## src/rtl/sync_ram_pkg.sv

```systemverilog
// Shared types and constants for the sync_ram scratch memory.
// SYNC_RAM_OUT_REG_EN selects the extra output register stage and thus the read latency.
package sync_ram_pkg;

   typedef enum logic {INIT, RUN} ram_state_t;

   localparam int RDW_READ_FIRST  = 0;
   localparam int RDW_WRITE_FIRST = 1;

`ifdef SYNC_RAM_OUT_REG_EN
   localparam int RD_LATENCY = 2;
`else
   localparam int RD_LATENCY = 1;
`endif

endpackage

```

## src/rtl/sync_ram_init.sv

```systemverilog
// Post-reset fill sequencer: walks every address once, then releases the RAM to the user.
module sync_ram_init
   import sync_ram_pkg::*;
#(
   parameter int ADDR_W = 3
) (
   input  logic              clk,
   input  logic              rst,
   output logic              init_we,
   output logic [ADDR_W-1:0] init_addr,
   output logic              busy
);

   ram_state_t        state;
   logic [ADDR_W:0]   count;
   logic [ADDR_W:0]   count_next;

   assign count_next = count + {{ADDR_W{1'b0}}, 1'b1};

   // The extra counter bit flags completion, so any depth exits without a compare
   always_ff @(posedge clk) begin
      if (rst) begin
         state <= INIT;
         count <= '0;
         busy  <= 1'b1;
      end else begin
         case (state)
            INIT: begin
               count <= count_next;
               if (count_next[ADDR_W]) begin
                  state <= RUN;
                  busy  <= 1'b0;
               end
            end
            RUN: begin
               busy <= 1'b0;
            end
            default: begin
               state <= INIT;
               count <= '0;
               busy  <= 1'b1;
            end
         endcase
      end
   end

   assign init_we   = busy && !rst;
   assign init_addr = count[ADDR_W-1:0];

endmodule

```

## src/rtl/sync_ram.sv

```systemverilog
// Single-port synchronous RAM with registered read, selectable read-during-write and power-up fill.
// Define SYNC_RAM_OUT_REG_EN to add a second output register stage (read latency 2).
module sync_ram
   import sync_ram_pkg::*;
#(
   parameter int              ADDR_W   = 3,
   parameter int              DATA_W   = 16,
   parameter logic [DATA_W-1:0] INIT_VAL = '0,
   parameter int              RDW_MODE = RDW_READ_FIRST
) (
   input  logic              clk,
   input  logic              rst,
   input  logic              en,
   input  logic              we,
   input  logic [ADDR_W-1:0] addr,
   input  logic [DATA_W-1:0] din,
   output logic [DATA_W-1:0] dout,
   output logic              dout_valid,
   output logic              busy
);

   localparam int DEPTH = 2 ** ADDR_W;

   logic [DATA_W-1:0] mem [DEPTH];

   logic              init_we;
   logic [ADDR_W-1:0] init_addr;
   logic              accept;
   logic              wr_en;
   logic [ADDR_W-1:0] wr_addr;
   logic [DATA_W-1:0] wr_data;
   logic [DATA_W-1:0] rd_data;
   logic [DATA_W-1:0] s1_data;
   logic              s1_valid;

   sync_ram_init #(
      .ADDR_W (ADDR_W)
   ) u_init (
      .clk       (clk),
      .rst       (rst),
      .init_we   (init_we),
      .init_addr (init_addr),
      .busy      (busy)
   );

   assign accept = en && !busy && !rst;

   // The fill sequencer owns the write port until it releases busy
   always_comb begin
      wr_en   = 1'b0;
      wr_addr = addr;
      wr_data = din;
      if (busy) begin
         wr_en   = init_we;
         wr_addr = init_addr;
         wr_data = INIT_VAL;
      end else if (accept && we) begin
         wr_en = 1'b1;
      end
   end

   always_ff @(posedge clk) begin
      if (wr_en) begin
         mem[wr_addr] <= wr_data;
      end
   end

   assign rd_data = (we && (RDW_MODE == RDW_WRITE_FIRST)) ? din : mem[addr];

   always_ff @(posedge clk) begin
      if (rst) begin
         s1_data  <= '0;
         s1_valid <= 1'b0;
      end else begin
         s1_valid <= accept;
         if (accept) begin
            s1_data <= rd_data;
         end
      end
   end

`ifdef SYNC_RAM_OUT_REG_EN
   logic [DATA_W-1:0] s2_data;
   logic              s2_valid;

   always_ff @(posedge clk) begin
      if (rst) begin
         s2_data  <= '0;
         s2_valid <= 1'b0;
      end else begin
         s2_data  <= s1_data;
         s2_valid <= s1_valid;
      end
   end

   assign dout       = s2_data;
   assign dout_valid = s2_valid;
`else
   assign dout       = s1_data;
   assign dout_valid = s1_valid;
`endif

endmodule

```

## config.mk

```make
export PLATFORM = sky130hd
export DESIGN_NAME = sync_ram
export DESIGN_NICKNAME = d
export VERILOG_FILES = /design/src/rtl/sync_ram_pkg.sv /design/src/rtl/sync_ram_init.sv /design/src/rtl/sync_ram.sv
export SDC_FILE = /design/constraint.sdc
export NUM_CORES = 1
export LEC_CHECK = 0
export ABC_CLOCK_PERIOD_IN_PS = 2450
export CORE_ASPECT_RATIO = 1.5
export CORE_MARGIN = 1
export CORE_UTILIZATION = 52
export DETAILED_ROUTE_END_ITERATION = 10
export GPL_ROUTABILITY_DRIVEN = 1
export GPL_TIMING_DRIVEN = 1
export PLACE_DENSITY = 0.8
export REMOVE_ABC_BUFFERS = 1
export SYNTH_ARGS = -nofsm -noshare
export SYNTH_HDL_FRONTEND = slang
export SYNTH_SLANG_ARGS = --single-unit
export TNS_END_PERCENT = 50
```

## constraint.sdc

```tcl
create_clock -name clk -period 2.45 [get_ports clk]
set_input_delay 0.6125 -clock clk [delete_from_list [all_inputs] [get_ports clk]]
set_output_delay 0.6125 -clock clk [all_outputs]
set_load 0.01 [all_outputs]
```

# Yosys cells after proc, flatten, opt, wreduce, memory -nomap -nowiden
# Memory sizes are Yosys's and may differ from the RTL's. A register that Yosys moved wholly into a read port is not among the register bits.
# Cells that the tools add are included.
[classes] bitwise=1 shift=0 n_mul=0 n_lt_le_gt_ge=0 mux=10 n_div=0 n_eq_ne=1 add_sub_neg=1 reduce_logical=6
[ops] op="2-to-1 mux 16 bit" n=1
[ops] op="2-to-1 mux 1 bit" n=7
[ops] op="adder 4 x 1 -> 4 bit (second input constant)" n=1
[ops] op="logical AND 1 bit" n=4
[ops] op="2-to-1 mux 3 bit" n=1
[ops] op="logical NOT 1 bit" n=2
[ops] op="!= test 2 x 1 -> 1 bit (second input constant)" n=1
[ops] op="case mux 1 bit (2 select lines)" n=1
[ops] op="inverter 1 bit" n=1
[totals] romBits=0 reg_bits=7 inputBits=23 output_inout_bits=18 latch_bits=0 ram_bits=128 mem_count=1 wordCells=24
[memory_table] memory="mem" depth=8 word_bits=16 read_ports=1 rd_ports_with_merged_regs=1 wr=1 line_no="sync_ram.sv:24" source="logic [DATA_W-1:0] mem [DEPTH];"

# Logic depth before layout (Yosys ltp)
[depth] word_depth=8 mapped_depth=5 ltp_nobuf=4

# Modules after synthesis
# From an unflattened synthesis, not the netlist that was laid out.
[unflattened] cells_unflattened=347 hier_area_um2=5915.7
[by_module_without_submodules] module="sync_ram" cells_each=320 area_per_inst_um2=5656.7 instances=1 seq_area_each_um2=4184.0
[by_module_without_submodules] module="sync_ram_init" cells_each=27 area_per_inst_um2=259.0 instances=1 seq_area_each_um2=120.1

# Least setup slack after synthesis
# OpenSTA, ideal clock, no wires.
[synth_timing] path_type="input port to flip-flop" start="input addr[1]" end="memory mem[0][0] (enable)" path_buffers=2 t_arrival_ps=1977 path_stages=5 required_time_ps=2062 path_slack_ps=85 setup_ps=388 path_cell_list="or2_1 buf_2 buf_2 a2bb2oi_1 nor2_1"
[synth_via] elab_chain_len=1
[synth_rtl] element="start: declaration" line_no="sync_ram.sv:15" source="input logic [ADDR_W-1:0] addr,"
[synth_rtl] element="2-to-1 mux 3 bit" line_no="sync_ram.sv:53" source="if (busy) begin"
[synth_rtl] element="end: declaration" line_no="sync_ram.sv:24"
# Every way passes these cells.

# Worst setup path in the final report
[layout_timing] start="register u_init.busy" end="output busy"
[layout_rtl] element="start: declaration" line_no="sync_ram_init.sv:11" source="output logic busy"
[layout_rtl] element="start signal: assignment" line_no="sync_ram_init.sv:25" source="busy <= 1'b1;"
[layout_rtl] element="start signal: assignment" line_no="sync_ram_init.sv:32" source="busy <= 1'b0;"
[layout_rtl] element="start signal: assignment" line_no="sync_ram_init.sv:36" source="busy <= 1'b0;"
[layout_rtl] element="end: declaration" line_no="sync_ram.sv:19" source="output logic busy"
# No word-level cell between the ends.

==> results.md <==
- The run finished with clean final reports.
- Buffers inserted during clock tree synthesis total 17.
- The clock tree synthesis step divided the H-tree into 4 levels.
- The average wire per standard cell is 20.59 um.
- The number of resized instances in the post-cts repair step is 0.
- The final wirelength is roughly 12000 um.
- The number of cells produced by synthesis is ~360.
- The total of warnings raised by yosys is 0.
- In this run the core area contains between 40 and 50 standard-cell rows.
- STA puts the critical path data required time at about 1.8 ns.
- The first detailed-routing pass took 5 iterations.
- The antenna cell count is 0.
- The area added between synthesis and finish is 21.31%.
- In this run the most critical hold path is launched from dout[14].
- The post-detailed-route DRC marker count is 0.
- The region available for standard cell placement spans 11060 um2.
- The maximum buffer depth of the clock tree is 2.
- The number of max-capacitance violations reported is 0.
- The die outline height is roughly 130 um.
- Buffers inserted to repair hold after CTS numbered 0.
- The worst path meets setup with approximately 0.17 ns of slack.
- The tree is rooted in a sky130_fd_sc_hd__clkbuf_16.
- The clock net in this run drives a total of roughly 150 sinks.
- The origin of the worst setup path is u_init.busy.
- The startpoint identified for the worst register-to-register timing path is u_init.busy.
- After global routing the overflow that remains totals 0.
- The fraction of synthesized cell area in xor and xnor cells is 0.4423%.
- Dividing the synthesized area by the synthesized cell count gives roughly 16 um2.
- Summing every instance area after synthesis gives between 5000 and 6000 um2.
- In this run the horizontal extent of the chip is approximately 89 um.
- The setup-violating endpoint count in the final report is 0.
- Detailed placement ended at an HPWL of about 7500 um.
- The detail-routed via count per cell is 5.684.
- The number of antenna violations at the first check in global routing is 0.
- The buffers plus inverters on the worst setup path is 1.
- Input and output buffers added on the ports amount to 40.
- Subtracting the final worst setup slack from the clock period gives 2.280 ns.
- The final non-filler cell total is 583.
- The signal on the critical path passes through clkdlybuf4s50_1.
- The share of the cycle needed by the critical path after routing is 93.08%.
- Of the cells placed in the final design, the portion with a size suffix greater than 1 is 19.04%.
- Hold timing on the final database bottoms out at a slack of 0.4585 ns.
- During I/O placement, the number of pins put on the boundary was 41.
- The cell with the largest stage delay on the worst path is sky130_fd_sc_hd__clkdlybuf4s50_1.
- For this block, the initial DRC count from the detailed router was roughly 300.
- The final net count is roughly 450.
- The total routing usage reported by global routing is roughly 23%.
- For this configuration, the core starts out at a cell density of between 50% and 60%.
- At the end of routability-driven placement, the weighted congestion stood at ~0.75.
- In this run the power density over the cells is roughly 950 nW/um2.
- Including well taps, the total number of placed cells is approximately 550.
- The synthesized netlist devotes under 10% of its cell area to simple gates.
- Setup repair after global routing left no endpoint under its margin.
- The area of placed instances is between 6000 and 7000 um2.
- The distinct cell type count after synthesis is 33.
- The share of synthesized flip-flops with an asynchronous set or reset is 0%.
- The clock reaches the later pin of the worst-skew pair after around 0.42 ns.
- For this design the static power due to leakage is approximately 2.4 nW.
- The class of the most critical hold timing path is register to register.
- For the pin with the worst max-slew slack, the measured transition is 0.6461 ns.
- Prior to clock tree synthesis, the placed netlist has a worst setup slack of roughly 0.17 ns.
- The number of fill cells in the layout is about 800.
- The TritonCTS clock tree is done.
- The max-slew violation count came to 0.
- The startpoint type of the worst setup path is a register.
- The number of enable flip-flop cells after synthesis is approximately 130.
- Among cell families on the critical path, the largest total delay comes from buffers and inverters.
- The adder and majority gate portion of the synthesized area is less than 1%.
- The first global-routing pass estimated between 15000 and 20000 um of wire.
- The setup path with the least slack is of type register to output pin.
- The arrival time at the worst endpoint is between 1.5 and 2 ns.
- The multiplexer area fraction after synthesis is between 10% and 20%.
- The delay of the slowest cell on the worst path is around 0.64 ns.
- The number of global-route vias before repair was 3563.
- The dominant combinational cell family by area after synthesis is multiplexers.
- The via count of the routed design is approximately 3300.
- The worst clock skew is roughly 0.0089 ns.
- The worst max-slew margin expressed relative to the limit is between 50% and 60%.
- Sequential cells were found to cover between 70% and 80% of the synthesized design area.
- Entering global routing, the biggest net connects 29 pins.
- The floorplan step defined a die boundary enclosing about 12000 um2.
- The area of all placed cells without fillers is 7207 um2.
- The hold violation count in the final report is 0.
- Counting flops and latches in the post-synthesis netlist gives approximately 150.
- After clock tree synthesis, the clock-pin slew on the worst setup and hold paths is about 0.060 ns.
- The commonest register cell after synthesis is sky130_fd_sc_hd__edfxtp_1.
- The worst setup path is captured at an output pin.
- The compound-gate portion of the synthesized area is roughly 6.9%.
- IR analysis of the VDD net gives a maximum drop of 0.5218 mV.
- The achievable clock frequency is 438.5 MHz.
- The most common library cell in the layout ignoring fill and taps is sky130_fd_sc_hd__edfxtp_1.
- Along the worst path, the maximum fanout reaches 14.
- The sum of negative setup slack is 0 ns.
- The number of buffers inserted to repair setup after CTS is 0.
- The top cell types in the final layout, fill and taps aside, are sky130_fd_sc_hd__edfxtp_1 (128), sky130_fd_sc_hd__clkdlybuf4s50_1 (39), sky130_fd_sc_hd__mux2_1 (38), sky130_fd_sc_hd__o22ai_1 (32), sky130_fd_sc_hd__mux2_2 (26).
- The detail route stage leaves a number of antenna-violating nets equal to 0.
-- final cells by class --
type	count	area (um2)	share of cell area [%]
clock inverters	14	158.9	2.205
clock buffers	18	429.2	5.955
well taps	147	183.9	2.552
flip-flops and latches	151	4304	59.72
inverters	19	71.32	0.9896
repair buffers	64	638.1	8.854
multi-input cells	170	1421	19.72
-- cells by family (layout without fill, tap and decap cells) --
logic type | count (synthesis) | in the layout
AOI/OAI and AO/OA | 57 | 57
DFF | 151 | 151
buffers and inverters | 41 | 115
xor gates and xnor gates | 3 | 3
adders and majority gates | 1 | 1
muxes | 65 | 65
and+or+nand+nor | 44 | 44
-- cells in the mapped netlist, drive strengths merged (3+ instances only) --
master	count	area, um2
mux2	64	720.7
dfxtp	23	460.4
clkbuf	4	15.01
nor2	12	45.04
o32ai	16	140.1
nor2b	19	118.9
inv	19	71.31
o22ai	32	200.2
buf	18	128.9
nand2	3	11.26
nand2b	4	25.02
edfxtp	128	3844
-- where the power goes --
part           leakage [nW]  switching (mW)  internal [mW]
sequential             1.38           0.139           3.23
clock                 0.281           0.968           1.59
combinational         0.744           0.487          0.421
total                  2.41            1.59           5.24
-- worst paths after layout --
check        cells after the start  slack [ns]         to
max                              1        0.17       busy
min                              2        0.46   dout[14]
max reg2reg                      5        0.52  mem[4][6]
min reg2reg                      2        0.46   dout[14]
-- state kept, by name (all words and copies together) (netlist names) --
register,cells
u_init.busy,1
dout,16
u_init.state,1
mem,128
u_init.count,4
dout_valid,1
-- metal layers --
metal | track usage, % | part of all wire [%] | vias up
met5 | 0 | 0 | -
met4 | 9.083 | 1.7 | 0
met3 | 6.862 | 7.4 | 18
met2 | 36.39 | 52 | 152
met1 | 28.07 | 38 | 1632
li1 | - | - | 1512
-- per-stage QoR --
stage / power, mW / utilization (%)
after floorplan: 3.878 / -
after global placement: 4.277 / 59.87
after detailed placement: 4.329 / 59.87
after CTS: 6.870 / 65.19
after global routing: 7.086 / 65.19
final: 6.833 / 65.19
Power figures use the tool's default switching activity.
==> patch 1, RTL diff (same settings) <==
Build with the macro `SYNC_RAM_OUT_REG_EN` defined.
--- a/src/rtl/sync_ram_pkg.sv
+++ b/src/rtl/sync_ram_pkg.sv
@@ -1,5 +1,7 @@
 // Shared types and constants for the sync_ram scratch memory.
 // SYNC_RAM_OUT_REG_EN selects the extra output register stage and thus the read latency.
+`define SYNC_RAM_OUT_REG_EN
+
 package sync_ram_pkg;
 
    typedef enum logic {INIT, RUN} ram_state_t;
Behaviour: not the same (Yosys sat finds a counterexample within 10 cycles, from zero or initial values and one cycle with rst high).
==> patch 1 against the unedited design <==
Power increased by 2.1%; register-to-register slack improved by 0.06 ns; critical path type unchanged; worst setup slack better by 0.056 ns; sequential cell count up 17; area after synthesis rose by 8.3%; sequential power grew 9.2%; final area up 6.6%; cell count rose by 8.6%; wire length is 1.7% higher; largest cell class unchanged.
==> patch 1: results (changes against the unedited design) <==
Seq/Total Area, Yosys 72.2% (-0.23 points); pre-CTS setup slack 0.117 ns (-0.0533 ns); hold path cells 1 (-1); Overall Global Routing Usage 20.2% (-2.4 points); Worst R2R Setup Slack 0.58 ns (+0.06 ns); largest net degree at the start of global routing 48 (+66%); static leakage 2.77 nW (+15%); first-pass GRT wire length 18.9 mm (+1.3%); input/output buffers 40 (unchanged); Rel. slew slack 56.4% (-0.45 points); nets@finish 491 (+9.8%); status completed; synth top area cells edfxtp_1, dfxtp_1, mux2_2, mux2i_1, nor2b_1; Placer Congestion 0.798 (+7.1%); share of post-route cells with drive strength above 1 23.3% (+4.3 points); top post-synthesis cells by count edfxtp_1, dfxtp_1, nor2b_1; critical path's largest stage delay 0.62 ns (-0.02 ns); Filler cells 853 (+7.7%); Total Routed Length 12.2 mm (+1.7%); buffer count from post-CTS setup fixing 0 (unchanged); library cells used by synthesis 33 (unchanged); switching power total 0.00172 W (+8.0%); initial DRC count 323 (+9.5%); Fin Clk Skew 0.00601 ns (-0.00291 ns); combinational power 0.000891 W (-2%); vias per inst 5.53 (-2.8%); worst hold path startpoint s1_valid; slowest stage cell, crit path clkdlybuf4s50_1; Peak VDD IR 0.676 mV (+30%); Arr. time, crit path 1.61 ns (-0.06 ns); Reg clk slew, reported paths 0.06 ns (about the same); vias in the first global route 3479 (-2.4%); H-tree depth 4 (unchanged); Hold EP dout_valid; Final HPWL DP 8.11 mm (+7.5%); crit path max fanout 8 (-6); sequential power share 52.7% (+3.4 points); reg-to-reg endpoint mem[4][5]
## patch 1: cell types whose count changed after synthesis, sizes merged, moves of 15 or more
cell	before	now
mux2	64	32
mux2i	1	33
nor2b	19	37
dfxtp	23	40
a22o	0	16
nand2	3	19
o22ai	32	16
o31ai	0	16
o32ai	16	0
inv	19	4
## patch 1: final cells by class
cell class,count,share of cell area (%)
inverter,4,0.195
multi-input combinational,201,21.0
sequential,168,60.4
timing repair buffer,75,8.89
tap,153,2.49
clock buffer,19,5.76
clock inverter,13,1.21
## patch 1: layer usage
| layer | up-vias | share of wire, % | global-route usage (%) |
|---|---|---|---|
| met5 | - | 0 | 0 |
| met4 | 0 | 1.3 | 6.15 |
| met3 | 15 | 5.0 | 4.62 |
| met2 | 129 | 51 | 32.6 |
| met1 | 1713 | 43 | 27.2 |
| li1 | 1642 | - | - |
## patch 1: kinds of logic after synthesis
group / after synthesis / share of synthesized area, %
adders and majority gates: 1 / 0.195
and+or+nand+nor: 75 / 6.15
muxes: 65 / 10.7
DFF: 168 / 72.2
xor gates and xnor gates: 3 / 0.409
AOI/OAI and AO/OA: 57 / 7.61
buffers and inverters: 26 / 2.68
## patch 1: worst max-delay path by stage
stage,from,end,slack [ns]
after floorplan,addr[1],mem[2][0],-0.07
after detailed placement,en,mem[4][2],0.12
after global routing,u_init.busy,busy,0.17
after CTS,u_init.busy,busy,0.19
final,u_init.busy,busy,0.23
after global placement,en,mem[4][12],0.15
## patch 1: stage by stage
stage	TNS, ns	power (W)	cell area [um2]	hold slack [ns]	cells
detailed placement	0	0.00462	7150	0.447	601
global route	0	0.00724	7680	0.476	633
global placement	0	0.00458	7150	0.435	601
floorplan	-3.08	0.00420	6270	0.414	373
finish	0	0.00698	7680	0.451	633
CTS	0	0.00701	7680	0.455	633
==> patch 2, RTL diff (same flow settings) <==
Made on the original files. Remove the register `s1_valid`: a continuous assignment takes its place, so the output `dout_valid` follows one clock earlier.
--- a/src/rtl/sync_ram.sv
+++ b/src/rtl/sync_ram.sv
@@ -70,14 +70,14 @@
    always_ff @(posedge clk) begin
       if (rst) begin
          s1_data  <= '0;
-         s1_valid <= 1'b0;
       end else begin
-         s1_valid <= accept;
          if (accept) begin
             s1_data <= rd_data;
          end
       end
    end
+
+   assign s1_valid = accept;
 
 `ifdef SYNC_RAM_OUT_REG_EN
    logic [DATA_W-1:0] s2_data;
Formal check against the unedited RTL: not equivalent (a bounded check fails within 10 cycles, from zero or initial values and one cycle with rst high).
==> patch 2 against the unedited design <==
Via count increased by 4.0%; final area increased by 0.35%; sequential cell count decreased by 1; count of clock-buffer cells in the layout increased by 1; clock power increased by 8.6%; clock skew decreased by 0.0021 ns; die area decreased by 0.43%; critical path depth increased by 1; power increased by 3.3%; worst setup slack got worse by 0.056 ns; area after synthesis decreased by 0.44%; wire length increased by 2.6%.
==> patch 2: results (changes against the unedited design) <==
# placed instances 558 (+1.3%); Cell Area, Placed 6600 um2 (-0.34%); largest net degree at the start of global routing 33 (+14%); via count 3446 (+4.0%); met3 Use GR 5.74% (-1.1 points); switching power total 0.00161 W (+1.0%); compound-cell area share of the yosys netlist 6.94% (+0.031 points); Hold EP dout[9]; pre-CTS setup slack -0.138 ns (-0.308 ns); share of post-route cells with drive strength above 1 26.4% (+7.4 points); xor-xnor portion of the synthesized cell area 0.444% (+0.0020 points); Total Routed Length 12.3 mm (+2.6%); synth top area cells edfxtp_1, mux2_2, dfxtp_1, o22ai_1, o32ai_1; mapped cell area 5910 um2 (-0.44%); status completed; syn_area_per_cell 16.4 um2 (-0.17%); first-pass GRT wire length 19.2 mm (+2.8%); Peak VDD IR 0.610 mV (+17%); met2 usage 36.1% (-0.25 points); vias in the first global route 3524 (-1.1%); fraction of synthesized area in multiplexers 12.4% (+0.055 points); Final HPWL DP 7.54 mm (about the same); worst hold slack 0.457 ns (-0.00166 ns); nets@finish 454 (+1.6%); wl on met1 4.89 mm (+5.8%); met2 routed wirelength 6.31 mm (+0.29%); static leakage 2.46 nW (+2.3%); clock power share 39.2% (+1.8 points); vias per inst 5.84 (+2.7%); Seq/Total Area, Yosys 72.4% (about the same); GR Util met1 30.1% (+2.0 points)
==> patch 2: worst register-to-register path, delay by kind of cell, from the launching register on <==
kind	cells	cell delay, ns
AO/OA/AOI/OAI	1	0.10
flip-flops	1	0.34
buffers and inverters	2	0.59
AND/OR/NAND/NOR	2	0.49
==> patch 2: area by class of cell <==
type                            instances  area share, %
Inverter                               19          0.986
Timing Repair Buffer                   72           8.77
Clock buffer                           19           5.99
Tap cell                              147           2.54
Multi-Input combinational cell        170           19.7
Clock inverter                         13           2.82
Sequential cell                       150           59.2
==> patch 2: logic make-up after synthesis <==
group,after synthesis
AND/OR/NAND/NOR,44
XOR/XNOR,3
buffers and inverters,41
multiplexers,65
AO/OA/AOI/OAI,57
flip-flops,150
adder cells (fa/ha/maj),1
==> patch 2: timing repair <==
item                                    CTS  global route
endpoints found under the setup margin    1             0
gates resized for setup                   1             0
hold buffers                              0             0
